`config.mk`:
```
export PLATFORM = sky130hd
export DESIGN_NAME = mips_multicycle_controller
export DESIGN_NICKNAME = d
export VERILOG_FILES = /design/src/rtl/mips_multicycle_controller.sv
export SDC_FILE = /design/constraint.sdc
export NUM_CORES = 1
export LEC_CHECK = 0
export CORE_MARGIN = 2
export CORE_UTILIZATION = 49
export CTS_CLUSTER_DIAMETER = 30
export DETAILED_ROUTE_END_ITERATION = 10
export PLACE_DENSITY = 0.9
export SYNTH_ARGS = -nofsm -noshare
export SYNTH_HDL_FRONTEND = slang
export SYNTH_SLANG_ARGS = --single-unit
```
`constraint.sdc`:
```
create_clock -name clk -period 4.3 [get_ports clk]
set_input_delay 0.86 -clock clk [delete_from_list [all_inputs] [get_ports clk]]
set_output_delay 0.86 -clock clk [all_outputs]
set_load 0.005 [all_outputs]
```
`src/rtl/mips_multicycle_controller.sv`:
```
// Multi-cycle MIPS control FSM: sequences fetch/decode/execute/memory/writeback,
// with a memory-wait timeout, a sticky illegal-instruction trap and a retire counter.
module mips_multicycle_controller #(
    parameter int MEM_TIMEOUT = 16,
    parameter int CNT_W       = 32,
    parameter int ALUCTL_W    = 3
) (
    input  logic                clk,
    input  logic                rst,
    input  logic [31:0]         instr,
    input  logic                zero,
    input  logic                mem_ready,
    output logic                pc_write,
    output logic                ir_write,
    output logic                i_or_d,
    output logic                mem_read,
    output logic                mem_write,
    output logic                reg_write,
    output logic [1:0]          reg_dst,
    output logic [1:0]          mem_to_reg,
    output logic                alu_src_a,
    output logic [1:0]          alu_src_b,
    output logic [ALUCTL_W-1:0] alu_control,
    output logic [1:0]          pc_source,
    output logic                illegal,
    output logic                timeout,
    output logic [CNT_W-1:0]    instr_retired,
    output logic [3:0]          state
);

    typedef enum logic [3:0] {
        S_FETCH  = 4'd0,
        S_DECODE = 4'd1,
        S_EXEC_R = 4'd2,
        S_EXEC_I = 4'd3,
        S_ADDR   = 4'd4,
        S_MEM_RD = 4'd5,
        S_MEM_WB = 4'd6,
        S_MEM_WR = 4'd7,
        S_ALU_WB = 4'd8,
        S_BRANCH = 4'd9,
        S_JUMP   = 4'd10,
        S_JR     = 4'd11,
        S_JAL    = 4'd12,
        S_TRAP   = 4'd15
    } state_t;

    localparam logic [5:0] OP_R    = 6'd0;
    localparam logic [5:0] OP_ADDI = 6'd1;
    localparam logic [5:0] OP_SLTI = 6'd2;
    localparam logic [5:0] OP_LW   = 6'd3;
    localparam logic [5:0] OP_SW   = 6'd4;
    localparam logic [5:0] OP_BEQ  = 6'd5;
    localparam logic [5:0] OP_J    = 6'd6;
    localparam logic [5:0] OP_JR   = 6'd7;
    localparam logic [5:0] OP_JAL  = 6'd8;

    localparam logic [ALUCTL_W-1:0] ALU_ADD = ALUCTL_W'(0);
    localparam logic [ALUCTL_W-1:0] ALU_SUB = ALUCTL_W'(1);
    localparam logic [ALUCTL_W-1:0] ALU_AND = ALUCTL_W'(2);
    localparam logic [ALUCTL_W-1:0] ALU_OR  = ALUCTL_W'(3);
    localparam logic [ALUCTL_W-1:0] ALU_SLT = ALUCTL_W'(4);

    // Wait counter only needs to reach MEM_TIMEOUT-1; the limit cycle itself triggers the trap.
    localparam int WAIT_W = (MEM_TIMEOUT > 1) ? $clog2(MEM_TIMEOUT) : 1;
    localparam logic [WAIT_W-1:0] WAIT_LIMIT = WAIT_W'((MEM_TIMEOUT > 0) ? MEM_TIMEOUT - 1 : 0);
    localparam bit TIMEOUT_EN = (MEM_TIMEOUT > 0);

    state_t              r_state;
    state_t              w_next;
    logic [WAIT_W-1:0]   r_waitCnt;
    logic                r_illegal;
    logic                r_timeout;
    logic [CNT_W-1:0]    r_retired;

    logic [5:0]          w_opcode;
    logic [5:0]          w_funct;
    logic                w_functOk;
    logic                w_illegalOp;
    logic [ALUCTL_W-1:0] w_functAlu;
    logic                w_waitState;
    logic                w_expire;
    logic                w_retire;

    assign w_opcode = instr[31:26];
    assign w_funct  = instr[5:0];

    always_comb begin
        w_functOk  = 1'b1;
        w_functAlu = ALU_ADD;
        case (w_funct)
            6'b000001: w_functAlu = ALU_ADD;
            6'b000010: w_functAlu = ALU_SUB;
            6'b000100: w_functAlu = ALU_AND;
            6'b001000: w_functAlu = ALU_OR;
            6'b010000: w_functAlu = ALU_SLT;
            default:   w_functOk  = 1'b0;
        endcase
    end

    assign w_illegalOp = (w_opcode > OP_JAL) || ((w_opcode == OP_R) && !w_functOk);
    assign w_waitState = (r_state == S_FETCH) || (r_state == S_MEM_RD) || (r_state == S_MEM_WR);
    assign w_expire    = TIMEOUT_EN && w_waitState && !mem_ready && (r_waitCnt == WAIT_LIMIT);
    // Every arc into FETCH from another state is an instruction's final cycle.
    assign w_retire    = (w_next == S_FETCH) && (r_state != S_FETCH);

    always_ff @(posedge clk) begin
        if (rst) begin
            r_state   <= S_FETCH;
            r_waitCnt <= '0;
            r_illegal <= 1'b0;
            r_timeout <= 1'b0;
            r_retired <= '0;
        end else begin
            r_state   <= w_next;
            r_waitCnt <= (w_waitState && !mem_ready && !w_expire) ? r_waitCnt + 1'b1 : '0;
            if ((r_state == S_DECODE) && w_illegalOp) r_illegal <= 1'b1;
            if (w_expire) r_timeout <= 1'b1;
            if (w_retire) r_retired <= r_retired + 1'b1;
        end
    end

    always_comb begin
        w_next      = r_state;
        pc_write    = 1'b0;
        ir_write    = 1'b0;
        i_or_d      = 1'b0;
        mem_read    = 1'b0;
        mem_write   = 1'b0;
        reg_write   = 1'b0;
        reg_dst     = 2'b00;
        mem_to_reg  = 2'b00;
        alu_src_a   = 1'b0;
        alu_src_b   = 2'b00;
        alu_control = ALU_ADD;
        pc_source   = 2'b00;
        case (r_state)
            S_FETCH: begin
                mem_read  = 1'b1;
                alu_src_b = 2'b01;
                ir_write  = mem_ready;
                pc_write  = mem_ready;
                if (mem_ready)     w_next = S_DECODE;
                else if (w_expire) w_next = S_TRAP;
            end
            S_DECODE: begin
                alu_src_b = 2'b11;
                if (w_illegalOp) w_next = S_TRAP;
                else begin
                    case (w_opcode)
                        OP_R:             w_next = S_EXEC_R;
                        OP_ADDI, OP_SLTI: w_next = S_EXEC_I;
                        OP_LW, OP_SW:     w_next = S_ADDR;
                        OP_BEQ:           w_next = S_BRANCH;
                        OP_J:             w_next = S_JUMP;
                        OP_JR:            w_next = S_JR;
                        OP_JAL:           w_next = S_JAL;
                        default:          w_next = S_TRAP;
                    endcase
                end
            end
            S_EXEC_R: begin
                alu_src_a   = 1'b1;
                alu_control = w_functAlu;
                w_next      = S_ALU_WB;
            end
            S_EXEC_I: begin
                alu_src_a   = 1'b1;
                alu_src_b   = 2'b10;
                alu_control = (w_opcode == OP_SLTI) ? ALU_SLT : ALU_ADD;
                w_next      = S_ALU_WB;
            end
            S_ALU_WB: begin
                reg_write = 1'b1;
                reg_dst   = (w_opcode == OP_R) ? 2'b01 : 2'b00;
                w_next    = S_FETCH;
            end
            S_ADDR: begin
                alu_src_a = 1'b1;
                alu_src_b = 2'b10;
                w_next    = (w_opcode == OP_SW) ? S_MEM_WR : S_MEM_RD;
            end
            S_MEM_RD: begin
                mem_read = 1'b1;
                i_or_d   = 1'b1;
                if (mem_ready)     w_next = S_MEM_WB;
                else if (w_expire) w_next = S_TRAP;
            end
            S_MEM_WB: begin
                reg_write  = 1'b1;
                mem_to_reg = 2'b01;
                w_next     = S_FETCH;
            end
            S_MEM_WR: begin
                mem_write = 1'b1;
                i_or_d    = 1'b1;
                if (mem_ready)     w_next = S_FETCH;
                else if (w_expire) w_next = S_TRAP;
            end
            S_BRANCH: begin
                alu_src_a   = 1'b1;
                alu_control = ALU_SUB;
                pc_source   = 2'b01;
                pc_write    = zero;
                w_next      = S_FETCH;
            end
            S_JUMP: begin
                pc_write  = 1'b1;
                pc_source = 2'b10;
                w_next    = S_FETCH;
            end
            S_JR: begin
                pc_write  = 1'b1;
                pc_source = 2'b11;
                w_next    = S_FETCH;
            end
            S_JAL: begin
                pc_write   = 1'b1;
                pc_source  = 2'b10;
                reg_write  = 1'b1;
                reg_dst    = 2'b10;
                mem_to_reg = 2'b10;
                w_next     = S_FETCH;
            end
            S_TRAP:  w_next = S_TRAP;
            default: w_next = S_FETCH;
        endcase
        // Reset must never let a partial write escape, whatever state we are in.
        if (rst) begin
            pc_write  = 1'b0;
            ir_write  = 1'b0;
            mem_read  = 1'b0;
            mem_write = 1'b0;
            reg_write = 1'b0;
        end
    end

    assign illegal       = r_illegal;
    assign timeout       = r_timeout;
    assign instr_retired = r_retired;
    assign state         = r_state;

endmodule

```
==> flow_summary.json, run 1 <==
{
  "antenna_cells": 0,
  "ys.warnings.count": 0,
  "cp.arrival_ns": 2.81,
  "critPathLaunchType": "input pin",
  "synthFlopType": "dfxtp_1",
  "crit_path_end_kind": "primary output",
  "cts_tree": "done",
  "outcome": "finished clean",
  "final_nets": 436,
  "finalHoldViolations": 0,
  "antenna_found_initial": 0,
  "crit_fanout": 8,
  "via_count": 2753,
  "cts_buffers": 5,
  "synth.net_count": 375,
  "cts_htree_levels": 2,
  "rsz0062_at_grt": "false",
  "setup_violations": 0,
  "maxCapViolations": 0,
  "regArea_um2": 841,
  "synth_top_family_by_area": "simple AND/OR/NAND/NOR gates",
  "initialDrtViolationCount": 178,
  "peakVddDrop_v": 0.000246,
  "layout_min_cycle_time_ns": 3.67,
  "syn_avg_cell_area_um2": 7.77,
  "slowest_stage": "clkdlybuf4s50_1",
  "critPathKind": "in -> out",
  "power_density_nw_per_um2": 423,
  "grt_remaining_overflow": 0,
  "fmax_mhz": 273,
  "drive_gt1_share_pct": 5.57,
  "ant_nets": 0,
  "fin_ws_ns": 0.633,
  "dieArea_um2": 5880,
  "seq_area_frac_synth_pct": 32.5,
  "synth_area_leaders": "dfxtp_1 32%, a21oi_1 6.0%, nor2_1 5.2%, o31ai_1 4.9%, or4_1 4.6%",
  "synth_common_cells": "42 x dfxtp_1, 36 x nor2_1, 31 x a21oi_1",
  "gp_congestion": 0.827,
  "ys_ff_latch": 42,
  "setup_tns_ns": 0,
  "postCtsHoldBufs": 0,
  "synth_largest_area_cell": "dfxtp_1",
  "clock_skew_ns": 0.00368,
  "cts_setup_buffers": 0,
  "p_leak_nw": 1.13,
  "fill_cells": 448,
  "wirelength_um": 6860,
  "start_util_pct": 50.7,
  "post_cts_resized": 0,
  "drc": 0,
  "synth_compound_area_share_pct": 19.1,
  "cp_cell_sequence": "clkdlybuf4s50_1 > nor4_1 > nand2_1 > nor4b_1 > clkdlybuf4s50_1",
  "crit_top_cell": "clkdlybuf4s50_1",
  "synthSimpleGateAreaFrac_pct": 34.7,
  "post-place-cells": 457,
  "drv_slew": 0,
  "required_ns": 3.44,
  "cts_buffer_depth": 2,
  "area.growth.synth_to_final_pct": 31.4,
  "cts_sinks": 42,
  "fin_cells": 465,
  "fp.dieW_um": 76.7,
  "synth_top_area_share_pct": 32.5,
  "synth_xor_area_share_pct": 4.40,
  "synth.distinct_cells": 50,
  "syn-cell-area_um2": 2590,
  "synth-edff-count": 0,
  "grt_pass1_vias": 2486,
  "post_drt_via_cell_ratio": 5.92,
  "grt_pass1_wl_um": 11500,
  "cts-root-buf": "clkbuf_8",
  "async_reset_ff_share_pct": 0,
  "worstMarginPinSlew_ns": 0.683,
  "hpwlAfterDp_um": 4940,
  "ioPinCount": 92,
  "synthAdderAreaFrac_pct": 2.90,
  "dieHeight_um": 76.7,
  "synthMuxAreaShare_pct": 1.21,
  "period_share_pct": 85.3,
  "core_um2": 5110,
  "relSlewSlack_pct": 54.4,
  "syn_inst": 333,
  "dr.pass1.iters": 5,
  "post-place-ws_ns": 0.368,
  "io_buffers": 71,
  "clkTransAtPathRegs_ns": 0.08,
  "clk_latency_ns": 0.30,
  "multiInputGateArea_um2": 1610,
  "fp-row-count": 26,
  "hold_class": "reg -> reg",
  "cpPeakStageDelay_ns": 0.55,
  "wl_per_cell_um": 14.7,
  "post-synth-top-count-cell": "dfxtp_1",
  "grt_max_degree": 35,
  "grt_usage_pct": 23.5
}
-- worst max-delay path, delay by kind of cell --
family,cells,cell delay [ns]
and+or+nand+nor,3,0.87
buffers and inverters,2,1.07
-- flip-flops by register name, summed over array words and instances (netlist names) --
register	cells
instr_retired	32
state	4
r_waitCnt	4
timeout	1
illegal	1
-- cells by family (layout without fill, tap and decap cells) --
logic type,after synthesis,after routing
AOI/OAI and AO/OA,76,76
and+or+nand+nor,163,163
xor gates and xnor gates,13,13
adders and majority gates,6,6
buffers and inverters,30,92
muxes,3,3
DFF,42,42
-- area by class of cell --
type	instances	share of cell area, %
inverter	10	1.10
timing repair buffer	74	21.6
sequential	42	24.7
multi-input combinational	261	47.4
clock inverter	1	0.147
clock buffer	7	2.54
tap	70	2.57
-- where the power goes --
group	leakage [nW]	internal [W]	switching [W]
combinational	0.744	0.000297	0.000378
sequential	0.339	0.000415	0.0000823
clock	0.0482	0.000130	0.000138
total	1.13	0.000842	0.000599
-- cell usage in the layout, fill, tap and decap left out, types with 6 or more instances in the layout --
| cell | n |
|---|---|
| clkbuf_8 | 6 |
| nor2_1 | 36 |
| nor2b_1 | 7 |
| o31ai_1 | 17 |
| nor3_1 | 8 |
| clkdlybuf4s50_1 | 71 |
| nand4_1 | 13 |
| nand2b_1 | 6 |
| nand3_1 | 19 |
| dfxtp_1 | 42 |
| or4_1 | 16 |
| ha_1 | 6 |
| xnor2_1 | 8 |
| nor4_1 | 8 |
| nand2_1 | 21 |
| inv_1 | 10 |
| and3_1 | 8 |
| or3_1 | 6 |
| a21oi_1 | 31 |
| o21ai_0 | 11 |
-- layer usage --
metal	share of wire (%)	track usage, %
met5	0	0
met4	1.1	7.09
met3	5.9	4.12
met2	51	40.1
met1	42	30.2
-- final timing paths --
path                     start  depth (start not counted)                end  slack (ns)
setup / recovery     instr[29]                          5         reg_dst[0]        0.63
hold reg to reg   r_waitCnt[0]                          1       r_waitCnt[0]        0.45
hold / removal    r_waitCnt[0]                          1       r_waitCnt[0]        0.45
setup reg to reg      state[1]                          7  instr_retired[22]        1.20
-- through the flow --
step	hold WS [ns]	total power, W	area, um2	utilization, %
floorplan	0.417	0.000930	2590	-
global placement	0.425	0.00114	3310	64.8
detailed placement	0.440	0.00116	3310	64.8
CTS	0.455	0.00143	3400	66.6
global route	0.466	0.00151	3400	66.6
finish	0.451	0.00144	3400	66.6
Power figures use the tool's default switching activity.
==> run 2: changes to the inputs <==
--- a/config.mk
+++ b/config.mk
@@ -6,10 +6,10 @@
 export NUM_CORES = 1
 export LEC_CHECK = 0
 export CORE_MARGIN = 2
-export CORE_UTILIZATION = 49
+export CORE_UTILIZATION = 41
 export CTS_CLUSTER_DIAMETER = 30
 export DETAILED_ROUTE_END_ITERATION = 10
-export PLACE_DENSITY = 0.9
+export PLACE_DENSITY = 0.81
 export SYNTH_ARGS = -nofsm -noshare
 export SYNTH_HDL_FRONTEND = slang
 export SYNTH_SLANG_ARGS = --single-unit
==> constraint.sdc (replaced) <==
create_clock -name clk -period 3.12 [get_ports clk]
set_input_delay 0.624 -clock clk [delete_from_list [all_inputs] [get_ports clk]]
set_output_delay 0.624 -clock clk [all_outputs]
set_load 0.005 [all_outputs]
==> run 2 against run 1 <==
Against the previous run:
- critical path depth increased by 2
- clock-buffer cell count unchanged
- sequential power increased by 27%
- core utilization decreased by 2.4 points
- power increased by 65%
==> flow_summary.json, run 2 (same netlist as run 1, synthesis figures left out) <==
{
  "outcome": "finished clean",
  "post_drt_via_cell_ratio": 5.85,
  "placed_cell_area_um2": 3600,
  "grt_pass1_vias": 2839,
  "hold_ws_ns": 0.462,
  "area.growth.synth_to_final_pct": 49.5,
  "fp.dieW_um": 83.5,
  "antenna_found_initial": 0,
  "routed.top_layer": "met4",
  "peakVddDrop_v": 0.000428,
  "grt_usage_pct": 21.6,
  "final_nets": 478,
  "cts-root-buf": "clkbuf_8",
  "cts_tree": "done",
  "fin_util_pct": 64.2,
  "dr.pass1.iters": 4,
  "gp_congestion": 0.924,
  "fmax_mhz": 326,
  "required_ns": 2.50,
  "drive_gt1_share_pct": 19.2,
  "drv_slew": 0,
  "wl_met3_um": 448,
  "cts_sinks": 42,
  "grt_pass1_wl_um": 12800,
  "fp-row-count": 28,
  "cts_htree_levels": 2,
  "cts_buffers": 5,
  "wirelength_um": 8190,
  "grt_max_degree": 21,
  "fin_area_um2": 3870,
  "layout_min_cycle_time_ns": 3.06,
  "relSlewSlack_pct": 71.1,
  "p_leak_nw": 1.38,
  "drc": 0,
  "finalHoldViolations": 0,
  "critPathKind": "in -> out",
  "setup_tns_ns": 0,
  "ant_nets": 0,
  "route.met2.wl_um": 4070,
  "hpwlAfterDp_um": 5610,
  "fill_cells": 496,
  "crit_fanout": 2,
  "met1_length_um": 3550,
  "io_buffers": 71,
  "power_density_nw_per_um2": 613,
  "wl_per_cell_um": 16.0,
  "start_util_pct": 43.0,
  "crit_path_end_kind": "primary output",
  "multiInputGateArea_um2": 1750,
  "total_power_w": 0.00237,
  "ioPinCount": 92,
  "clock_skew_ns": 0.00259,
  "period_share_pct": 98.2,
  "maxCapViolations": 0,
  "setup_violations": 0,
  "cts_buffer_depth": 2,
  "initialDrtViolationCount": 277,
  "hold_class": "reg -> reg",
  "rsz0062_at_grt": "false",
  "antenna_cells": 0,
  "dieHeight_um": 83.5,
  "p_seq_share_pct": 26.6,
  "grt_remaining_overflow": 0,
  "clkTransAtPathRegs_ns": 0.08,
  "internal-power_w": 0.00141,
  "p_sw_w": 0.000964,
  "layout_common_cells": "66 x clkdlybuf4s50_1, 42 x dfxtp_1, 40 x buf_4",
  "via_count": 2997,
  "dieArea_um2": 6970,
  "reg2reg_setup_slack_ns": 0.45,
  "largest_reg_flops": 32,
  "regArea_um2": 841,
  "cp.arrival_ns": 2.44,
  "critPathLaunchType": "input pin",
  "core_um2": 6030,
  "clk_latency_ns": 0.30,
  "final_common_cell": "clkdlybuf4s50_1",
  "swShare_pct": 40.6,
  "comb_power_share_pct": 57.8,
  "worstMarginPinSlew_ns": 0.430,
  "postCtsHoldBufs": 0,
  "clkPwrFrac_pct": 15.6
}
## run 2: routing by layer
| metal | GRT usage, % | up-vias |
|---|---|---|
| met3 | 4.25 | 11 |
| li1 | - | 1450 |
| met4 | 6.30 | 0 |
| met5 | 0 | - |
| met1 | 27.9 | 1435 |
| met2 | 36.6 | 101 |
## run 2: what timing repair did
item,CTS,global route
gates cloned,2,0
gates resized for setup,11,24
pin swaps,14,8
endpoints found under the hold margin,0,0
setup endpoints to repair,24,25
setup buffers,1,3
## run 2: metrics by stage
step	setup slack [ns]	cells
3_5_place_dp	-0.494	498
3_3_place_gp	-0.402	498
2_1_floorplan	0.155	333
4_1_cts	0.00125	509
6_report	0.0561	512
5_1_grt	0.00126	512
## run 2: path summary, 6_finish.rpt
| check | startpoint | to | depth (start not counted) |
|---|---|---|---|
| worst min register to register | illegal | illegal | 2 |
| worst min-delay path | illegal | illegal | 2 |
| worst max register to register | state[1] | instr_retired[16] | 8 |
| worst max-delay path | instr[30] | alu_control[2] | 7 |
## run 2: worst max-delay path, stage by stage
cell and delay [ns]:
clkdlybuf4s50_1 0.46, buf_4 0.18, nor4_4 0.28, buf_4 0.15, nand3_1 0.08, a21oi_1 0.15, clkdlybuf4s50_1 0.51
## run 2: cell type report
class                      count  area share, %
clock buffer                   7           2.23
clock inverter                 1          0.129
inverter                      10          0.970
multi-input combinational    263           45.3
sequential                    42           21.7
tap                           75           2.42
timing repair buffer         114           27.2
## run 2: power groups by stage
stage | Sequential, W | Clock, W | Combinational (W)
global route | 0.000638 | 0.000396 | 0.00146
global placement | 0.000638 | 0 | 0.00115
finish | 0.000631 | 0.000371 | 0.00137
floorplan | 0.000612 | 0 | 0.000670
detailed placement | 0.000640 | 0 | 0.00118
CTS | 0.000628 | 0.000373 | 0.00130
